<file path="src/rtl/ps2_rx_fifo.sv">
// PS/2 device-to-host receiver: sync + glitch filter, 11-bit deframer, FWFT FIFO of {err, byte}.
// Define PS2_RX_STATS_EN to build the FRAMES_OK / FRAMES_ERR saturating counters.
module ps2_rx_fifo #(
    parameter int unsigned CLK_FREQ_HZ = 100000000,
    parameter int unsigned TIMEOUT_US  = 1000,
    parameter int unsigned FILTER_LEN  = 4,
    parameter int unsigned FIFO_DEPTH  = 8,
    parameter int unsigned PARITY_ODD  = 1
) (
    input  logic                            CLK,
    input  logic                            RESET,
    input  logic                            PS2_CLK_IN,
    input  logic                            PS2_DATA_IN,
    input  logic                            RX_ENABLE,
    input  logic                            RD_EN,
    output logic                            RD_VALID,
    output logic [7:0]                      RD_DATA,
    output logic [1:0]                      RD_ERR,
    output logic [$clog2(FIFO_DEPTH):0]     FIFO_COUNT,
    output logic                            OVERFLOW,
    input  logic                            OVERFLOW_CLR,
    output logic                            TIMEOUT,
    output logic [15:0]                     FRAMES_OK,
    output logic [15:0]                     FRAMES_ERR
);

    localparam int unsigned TMO = CLK_FREQ_HZ / 1000000 * TIMEOUT_US;
    localparam int unsigned TW  = $clog2(TMO + 1);
    localparam int unsigned FW  = $clog2(FILTER_LEN + 1);
    localparam int unsigned AW  = $clog2(FIFO_DEPTH);

    typedef enum logic [2:0] {StIdle, StData, StParity, StStop, StPush} state_t;

    logic          r_clk_meta, r_clk_sync, r_clk_filt, r_clk_prev;
    logic          r_dat_meta, r_dat_sync, r_dat_filt;
    logic [FW-1:0] r_clk_fcnt, r_dat_fcnt;
    logic          w_fe;

    always_ff @(posedge CLK) begin
        if (RESET) begin
            r_clk_meta <= 1'b1;
            r_clk_sync <= 1'b1;
            r_clk_filt <= 1'b1;
            r_clk_prev <= 1'b1;
            r_dat_meta <= 1'b1;
            r_dat_sync <= 1'b1;
            r_dat_filt <= 1'b1;
            r_clk_fcnt <= '0;
            r_dat_fcnt <= '0;
        end else begin
            r_clk_meta <= PS2_CLK_IN;
            r_clk_sync <= r_clk_meta;
            r_dat_meta <= PS2_DATA_IN;
            r_dat_sync <= r_dat_meta;
            r_clk_prev <= r_clk_filt;
            // Filtered line follows only after FILTER_LEN consecutive differing cycles
            if (r_clk_sync == r_clk_filt) begin
                r_clk_fcnt <= '0;
            end else if (r_clk_fcnt == FW'(FILTER_LEN - 1)) begin
                r_clk_filt <= r_clk_sync;
                r_clk_fcnt <= '0;
            end else begin
                r_clk_fcnt <= r_clk_fcnt + 1'b1;
            end
            if (r_dat_sync == r_dat_filt) begin
                r_dat_fcnt <= '0;
            end else if (r_dat_fcnt == FW'(FILTER_LEN - 1)) begin
                r_dat_filt <= r_dat_sync;
                r_dat_fcnt <= '0;
            end else begin
                r_dat_fcnt <= r_dat_fcnt + 1'b1;
            end
        end
    end

    assign w_fe = r_clk_prev & ~r_clk_filt;

    state_t        r_state, w_state_nxt;
    logic [7:0]    r_shift, w_shift_nxt;
    logic [2:0]    r_bitcnt, w_bitcnt_nxt;
    logic [1:0]    r_err, w_err_nxt;
    logic [TW-1:0] r_tmo_cnt, w_tmo_cnt_nxt;
    logic          r_timeout, w_timeout_nxt;
    logic          w_tmo_hit;

    always_ff @(posedge CLK) begin
        if (RESET) begin
            r_state   <= StIdle;
            r_shift   <= '0;
            r_bitcnt  <= '0;
            r_err     <= '0;
            r_tmo_cnt <= '0;
            r_timeout <= 1'b0;
        end else begin
            r_state   <= w_state_nxt;
            r_shift   <= w_shift_nxt;
            r_bitcnt  <= w_bitcnt_nxt;
            r_err     <= w_err_nxt;
            r_tmo_cnt <= w_tmo_cnt_nxt;
            r_timeout <= w_timeout_nxt;
        end
    end

    always_comb begin
        w_state_nxt   = r_state;
        w_shift_nxt   = r_shift;
        w_bitcnt_nxt  = r_bitcnt;
        w_err_nxt     = r_err;
        w_timeout_nxt = 1'b0;
        w_tmo_hit     = (r_state != StIdle) && !w_fe && (r_tmo_cnt == TW'(TMO - 1));
        w_tmo_cnt_nxt = (r_state == StIdle || w_fe) ? '0 : r_tmo_cnt + 1'b1;
        unique case (r_state)
            StIdle: begin
                if (w_fe && RX_ENABLE && !r_dat_filt) begin
                    w_state_nxt  = StData;
                    w_bitcnt_nxt = '0;
                    w_err_nxt    = '0;
                end
            end
            StData: begin
                if (w_fe) begin
                    w_shift_nxt  = {r_dat_filt, r_shift[7:1]};
                    w_bitcnt_nxt = r_bitcnt + 1'b1;
                    if (r_bitcnt == 3'd7) w_state_nxt = StParity;
                end
            end
            StParity: begin
                if (w_fe) begin
                    w_err_nxt[0] = (PARITY_ODD != 0) ? ~(^{r_shift, r_dat_filt})
                                                     : (^{r_shift, r_dat_filt});
                    w_state_nxt  = StStop;
                end
            end
            StStop: begin
                if (w_fe) begin
                    w_err_nxt[1] = ~r_dat_filt;
                    w_state_nxt  = StPush;
                end
            end
            StPush: w_state_nxt = StIdle;
            default: w_state_nxt = StIdle;
        endcase
        if (w_tmo_hit) begin
            w_state_nxt   = StIdle;
            w_timeout_nxt = 1'b1;
            w_tmo_cnt_nxt = '0;
        end
    end

    assign TIMEOUT = r_timeout;

    logic [9:0]  r_mem [FIFO_DEPTH];
    logic [AW-1:0] r_wr_ptr, r_rd_ptr;
    logic [AW:0] r_count;
    logic        r_overflow;
    logic        w_push, w_pop, w_wr, w_full;
    logic [9:0]  w_head;

    assign w_push = (r_state == StPush);
    assign w_full = (r_count == (AW + 1)'(FIFO_DEPTH));
    assign w_pop  = RD_EN && (r_count != '0);
    assign w_wr   = w_push && (!w_full || w_pop);

    always_ff @(posedge CLK) begin
        if (w_wr) r_mem[r_wr_ptr] <= {r_err, r_shift};
    end

    always_ff @(posedge CLK) begin
        if (RESET) begin
            r_wr_ptr   <= '0;
            r_rd_ptr   <= '0;
            r_count    <= '0;
            r_overflow <= 1'b0;
        end else begin
            if (w_wr) r_wr_ptr <= r_wr_ptr + 1'b1;
            if (w_pop) r_rd_ptr <= r_rd_ptr + 1'b1;
            if (w_wr && !w_pop) r_count <= r_count + 1'b1;
            else if (!w_wr && w_pop) r_count <= r_count - 1'b1;
            // New overflow wins over a same-cycle clear
            if (w_push && w_full && !w_pop) r_overflow <= 1'b1;
            else if (OVERFLOW_CLR) r_overflow <= 1'b0;
        end
    end

    assign RD_VALID   = (r_count != '0);
    assign w_head     = RD_VALID ? r_mem[r_rd_ptr] : 10'd0;
    assign RD_DATA    = w_head[7:0];
    assign RD_ERR     = w_head[9:8];
    assign FIFO_COUNT = r_count;
    assign OVERFLOW   = r_overflow;

`ifdef PS2_RX_STATS_EN
    logic [15:0] r_frames_ok, r_frames_err;
    logic        w_ok_evt, w_err_evt;

    assign w_ok_evt  = w_push && (r_err == 2'b00);
    assign w_err_evt = (w_push && (r_err != 2'b00)) || w_tmo_hit;

    always_ff @(posedge CLK) begin
        if (RESET) begin
            r_frames_ok  <= '0;
            r_frames_err <= '0;
        end else begin
            if (w_ok_evt && r_frames_ok != 16'hFFFF) r_frames_ok <= r_frames_ok + 1'b1;
            if (w_err_evt && r_frames_err != 16'hFFFF) r_frames_err <= r_frames_err + 1'b1;
        end
    end

    assign FRAMES_OK  = r_frames_ok;
    assign FRAMES_ERR = r_frames_err;
`else
    assign FRAMES_OK  = 16'd0;
    assign FRAMES_ERR = 16'd0;
`endif

endmodule

</file>
<file path="config.mk">
export PLATFORM = sky130hd
export DESIGN_NAME = ps2_rx_fifo
export DESIGN_NICKNAME = d
export VERILOG_FILES = /design/src/rtl/ps2_rx_fifo.sv
export SDC_FILE = /design/constraint.sdc
export NUM_CORES = 1
export LEC_CHECK = 0
export CAP_MARGIN = 20
export CORE_MARGIN = 2
export CORE_UTILIZATION = 45
export CTS_CLUSTER_SIZE = 20
export DETAILED_ROUTE_END_ITERATION = 7
export PLACE_DENSITY = 0.7
export SLEW_MARGIN = 15
export SYNTH_ARGS = -nofsm -noshare
export SYNTH_HDL_FRONTEND = slang
export SYNTH_SLANG_ARGS = --single-unit
</file>
<file path="constraint.sdc">
create_clock -name CLK -period 4.17 [get_ports CLK]
set_input_delay 0.834 -clock CLK [delete_from_list [all_inputs] [get_ports CLK]]
set_output_delay 0.834 -clock CLK [all_outputs]
set_load 0.05 [all_outputs]
</file>
Word-level counts from Yosys, hierarchy flattened
Memories as Yosys holds them, arrays and structs flattened. A register that Yosys moved wholly into a read port is not among the register bits.
Cells that the tools add are included.
{"block": "word_totals", "ff_bits": 58, "ram_bits": 80, "inputBits": 7, "output_inout_bits": 49, "word_cells": 112, "mem_count": 1}
{"memory": "r_mem", "words": 8, "width": 10, "read_ports": 1, "rd_ports_with_merged_regs": 1, "wr": 1, "line": "152", "rtl": "logic [9:0] r_mem [FIFO_DEPTH];"}
{"block": "op_classes", "add_sub_neg": 8, "eq_ne": 16, "muxes": 24, "n_bitwise": 6, "n_reduce_logical": 37}
{"cell": "$mux W3", "n": 9}
{"cell": "$add A17 B1 Y17 const B", "n": 1}
{"cell": "$eq A17 B17 Y1 const B", "n": 1}
{"cell": "$add A3 B1 Y3 const B", "n": 5}
{"cell": "$eq A3 B2 Y1 const B", "n": 4}
{"cell": "$pmux W3 S4", "n": 1}
{"cell": "$logic_and A1 B1 Y1", "n": 10}
{"cell": "$mux W10", "n": 1}
{"cell": "$reduce_bool A2 Y1", "n": 5}
{"cell": "$reduce_and A3 Y1", "n": 3}
{"cell": "$reduce_or A3 Y1", "n": 3}
{"cell": "$reduce_xor A9 Y1", "n": 1}
{"cell": "$mux W4", "n": 2}
{"cell": "$ne A2 B2 Y1 const B", "n": 4}
{"cell": "$mux W1", "n": 7}
{"cell": "$eq A3 B3 Y1 const B", "n": 2}
{"cell": "$pmux W3 S2", "n": 1}
{"cell": "$reduce_and A2 Y1", "n": 3}
{"cell": "$logic_not A1 Y1", "n": 5}
{"cell": "$not A1 Y1", "n": 5}
{"cell": "$reduce_and A5 Y1", "n": 1}
{"cell": "$add A4 B1 Y4 const B", "n": 1}
{"cell": "$eq A4 B4 Y1 const B", "n": 1}
{"cell": "$pmux W1 S2", "n": 2}
{"cell": "11 further kinds", "n": 13}

Longest topological paths before layout
Gate-level depths: netlist of run 1.
{"block": "depth", "depth_word": 8, "mapped_depth": 11}

Least setup slack after synthesis of run 1
Ideal clock, no wire load.
{"block": "synth_path", "kind": "reg-to-reg", "from": "register r_count[0] (netlist: FIFO_COUNT[0])", "to": "register r_count[3] (netlist: FIFO_COUNT[3])", "arrival_time_ns": 2.819, "path_slack_ns": 1.281, "path_stages_with_launch": 12, "period_less_slack_ns": 2.889, "path_cell_list": "dfxtp_1 -> nor4_1 -> inv_1 -> nand2_1 -> ha_1 -> inv_1 -> ha_1 -> a21o_1 -> a21oi_1 -> xnor2_1 -> or3_1 -> a21oi_1"}
{"block": "synth_between", "elab_chain_len": 7, "word_cells_on_any_way": 15, "classes_between": "add/sub (2); eq/ne (1); mux (2); reduce/logical (10)"}
{"item": "start: declaration", "line": "154", "rtl": "logic [AW:0] r_count;"}
{"item": "start signal: assignment", "line": "177", "rtl": "if (w_wr && !w_pop) r_count <= r_count + 1'b1;"}
{"item": "start signal: assignment", "line": "178", "rtl": "else if (!w_wr && w_pop) r_count <= r_count - 1'b1;"}
{"item": "$reduce_bool A4 Y1 (*)"}
{"item": "named net RD_VALID", "line": "16", "rtl": "output logic RD_VALID,"}
{"item": "$logic_and A1 B1 Y1 (*)", "line": "161", "rtl": "assign w_pop = RD_EN && (r_count != '0);"}
{"item": "$logic_or A1 B1 Y1", "line": "162", "rtl": "assign w_wr = w_push && (!w_full || w_pop);"}
{"item": "$logic_and A1 B1 Y1", "line": "162"}
{"item": "$logic_not A1 Y1", "line": "178"}
{"item": "$logic_and A1 B1 Y1", "line": "178"}
{"item": "$reduce_bool A2 Y1 (no source line)"}
The timed path passes the listed nets; every way through them passes the cells marked *. The select of a mux whose other input is x is not followed.
A chain may end at the register's enable or synchronous reset.

==> results of run 1 <==
worst paths after layout:
kind,slack [ns],cells past startpoint,endpoint,from
worst max-delay path,0.59,5,RD_DATA[1],flip-flop
worst min register to register,0.41,1,r_dat_sync,r_dat_meta
worst min-delay path,0.41,1,r_dat_sync,r_dat_meta
worst max register to register,1.40,10,FIFO_COUNT[3],r_state[0]
final cells by class:
cell class / instances / share of cell area
timing repair buffer: 35 / 0.0487
multi-input combinational: 283 / 0.302
inverter: 10 / 0.00549
sequential: 141 / 0.530
clock inverter: 11 / 0.0174
tap: 172 / 0.0315
clock buffer: 21 / 0.0644
power groups by stage:
stage                     registers [mW]  logic (mW)  clock network (mW)
after floorplan                     1.58       0.626                   0
after global placement              1.55       0.867                   0
after detailed placement            1.56       0.877                   0
after CTS                           1.53       0.879                1.44
after global routing                1.53       0.926                1.51
final                               1.53       0.867                1.42
cell usage in the layout, fill, tap and decap left out, types with 4 or more instances in the layout:
cell | Yosys | final
edfxtp_1 | 80 | 80
clkbuf_16 | 0 | 17
nand2_1 | 19 | 19
or2_2 | 5 | 5
conb_1 | 1 | 32
xnor2_1 | 16 | 16
clkdlybuf4s50_1 | 0 | 23
nand4_1 | 6 | 6
ha_1 | 12 | 12
inv_1 | 10 | 10
mux4_2 | 20 | 20
nand3_1 | 10 | 10
buf_4 | 33 | 11
nor3_1 | 8 | 8
a21oi_1 | 8 | 8
xor2_1 | 16 | 16
o21ai_0 | 5 | 5
or3_1 | 4 | 4
nor2_1 | 65 | 65
and2_1 | 5 | 5
nand2b_1 | 4 | 4
dfxtp_1 | 61 | 61
clkbuf_1 | 9 | 4
mux2i_1 | 22 | 22
cell families (layout without fill, tap and decap cells):
group / Yosys count / count (layout) / share of synthesized area
and+or+nand+nor: 142 / 142 / 0.114
DFF: 141 / 141 / 0.612
buffers and inverters: 58 / 77 / 0.0598
muxes: 42 / 42 / 0.113
xor gates and xnor gates: 32 / 32 / 0.0473
AOI/OAI and AO/OA: 22 / 22 / 0.0243
adders and majority gates: 13 / 13 / 0.0287
other: 1 / 32 / 0.000633
stage by stage:
| step | area (um2) | util | total power, mW | std cells | hold WS (ns) |
|---|---|---|---|---|---|
| after floorplan | 6040 | - | 2.20 | 482 | 0.389 |
| after global placement | 6280 | 0.493 | 2.42 | 641 | 0.395 |
| after detailed placement | 6280 | 0.493 | 2.43 | 641 | 0.396 |
| after CTS | 6840 | 0.537 | 3.85 | 673 | 0.409 |
| after global routing | 6840 | 0.537 | 3.96 | 673 | 0.418 |
| final | 6840 | 0.537 | 3.81 | 673 | 0.411 |
critical path: cells and delay by family, from the launching register on:
kind	cells	cell delay [ns]
buf+inv	2	0.94
mux	2	0.66
flops	1	0.68
simple gates	1	0.05
routing by layer:
layer  wire [um]  vias to the layer above  global-route usage
li1            -                     1615                   -
met1        4630                     1647               0.189
met2        5040                       53               0.253
met3         339                        7              0.0444
met4          89                        0              0.0580
met5           0                        -                   0
flip-flops by register name, summed over array words and instances (netlist names), 2 cells and up, named ones only:
name / flops
r_shift: 8
r_bitcnt: 3
r_clk_fcnt: 3
r_state: 3
r_mem: 80
r_err: 2
FIFO_COUNT: 4
r_rd_ptr: 3
r_dat_fcnt: 3
r_wr_ptr: 3
r_tmo_cnt: 17
==> metrics.txt, run 1 <==
leakage=about 2.4 nW; total congestion overflow=0; WL per Instance=between 15 and 20 um; worst skew pair latency=just over 0.4 ns; Slew Limit Fails=0; initial antenna violation count=0; vias in the first global route=around 3300; worst min path class=reg -> reg; Synth area leaders=edfxtp_1 41%, dfxtp_1 21%, mux4_2 7.6%, buf_4 4.2%, nor2_1 4.1%; # H-tree levels=4; Largest stage delay, worst path=roughly 0.7 ns; Die Area=0.0141 mm2; clk sinks=around 140; Peak VDD IR=approximately 350 uV; sequential fraction of the synthesis area=0.612; Post-synth top flop=edfxtp_1; most common cell in the netlist=edfxtp_1; CTS tree=done; cts bufs inserted=17; clk_skew=roughly 0.0054 ns; Sw Pwr=1.13 mW; Storage cell area=about 0.0036 mm2; Tcrit/Tclk final=0.859; Remaining DRCs=0; slew at the pin with the worst max-slew slack=between 0.7 and 0.8 ns; Yosys warnings=0; RePlAce Congestion=~0.81; critical path type=reg -> out; vias per inst=4.94; drt initial violations=between 150 and 200; Mapped Cells=451; critical path's slowest cell=clkdlybuf4s50_1; clock share of power=0.372; Port Buf Inserts=23; Layout area overhead=15.4%; post-cts gate resize count=0; Comb pwr share=0.228; CP arrival=~2.8 ns; Sw Ratio=0.297; synth cell count leaders=80 x edfxtp_1, 65 x nor2_1, 61 x dfxtp_1, 33 x buf_4, 22 x mux2i_1; FFs w/ async S/R, synth=0; Netlist cell types=44; 1st-pass router iterations=4; Nets=slightly above 500; layout cells sized above 1=0.140; fmax=around 0.28 GHz; Die Wd=between 100 and 150 um; cell-internal power=2.68 mW; slew margin rel.=0.532; Critical Path RT=around 3.3 ns; RSZ-0062 raised after global routing=no; Hold Fails Final Rpt=0; pin count of the biggest net entering global routing=35; dpl hpwl=around 6600 um; Post-Syn Area=a little under 0.006 mm2; die height=119 um; ANT nets after route=0; pwr/cell area=approximately 560 mW/mm2; Worst Setup Start Kind=flip-flop; status=completed; Post-CTS Hold Fix Bufs=0; vias=~3300; core area=0.0127 mm2; dpl ws=~0.87 ns; post-CTS setup buffers=0; crit path time final=3.58 ns; number of max-cap violations=0; syn avg cell area=roughly 13 um2; Max clock buf depth=2; CP endpoint kind=output pin; final worst slack=approximately 0.59 ns; total track usage=0.153; Reg clk slew, reported paths=around 0.060 ns; Routed WL=10100 um; n_diodes=0; register share of total power=0.401; Initial Util=0.465; EDFF count, synth=80; #FFs+latches synth=~140; area of the multi-input gates=~0.0021 mm2; final setup vio count=0; Crit Path Max Fanout=13; Row Count=between 40 and 50; Synth top area share=0.406; fillers=~1100; io pins=56; Fin Setup TNS=0 ns; root buffer cell=clkbuf_16; first-pass GRT wire length=~16000 um; crit path cell chain=buf_12 > mux4_2 > mux2i_1 > nor2_1 > clkdlybuf4s50_1; Yosys top cell by area=edfxtp_1
Power figures use the tool's default switching activity.
==> inputs of run 2 (changes only) <==
- GPL_ROUTABILITY_DRIVEN: default -> 0
==> results of run 2 <==
Final layout, timing and power as in run 1 (identical DEF).
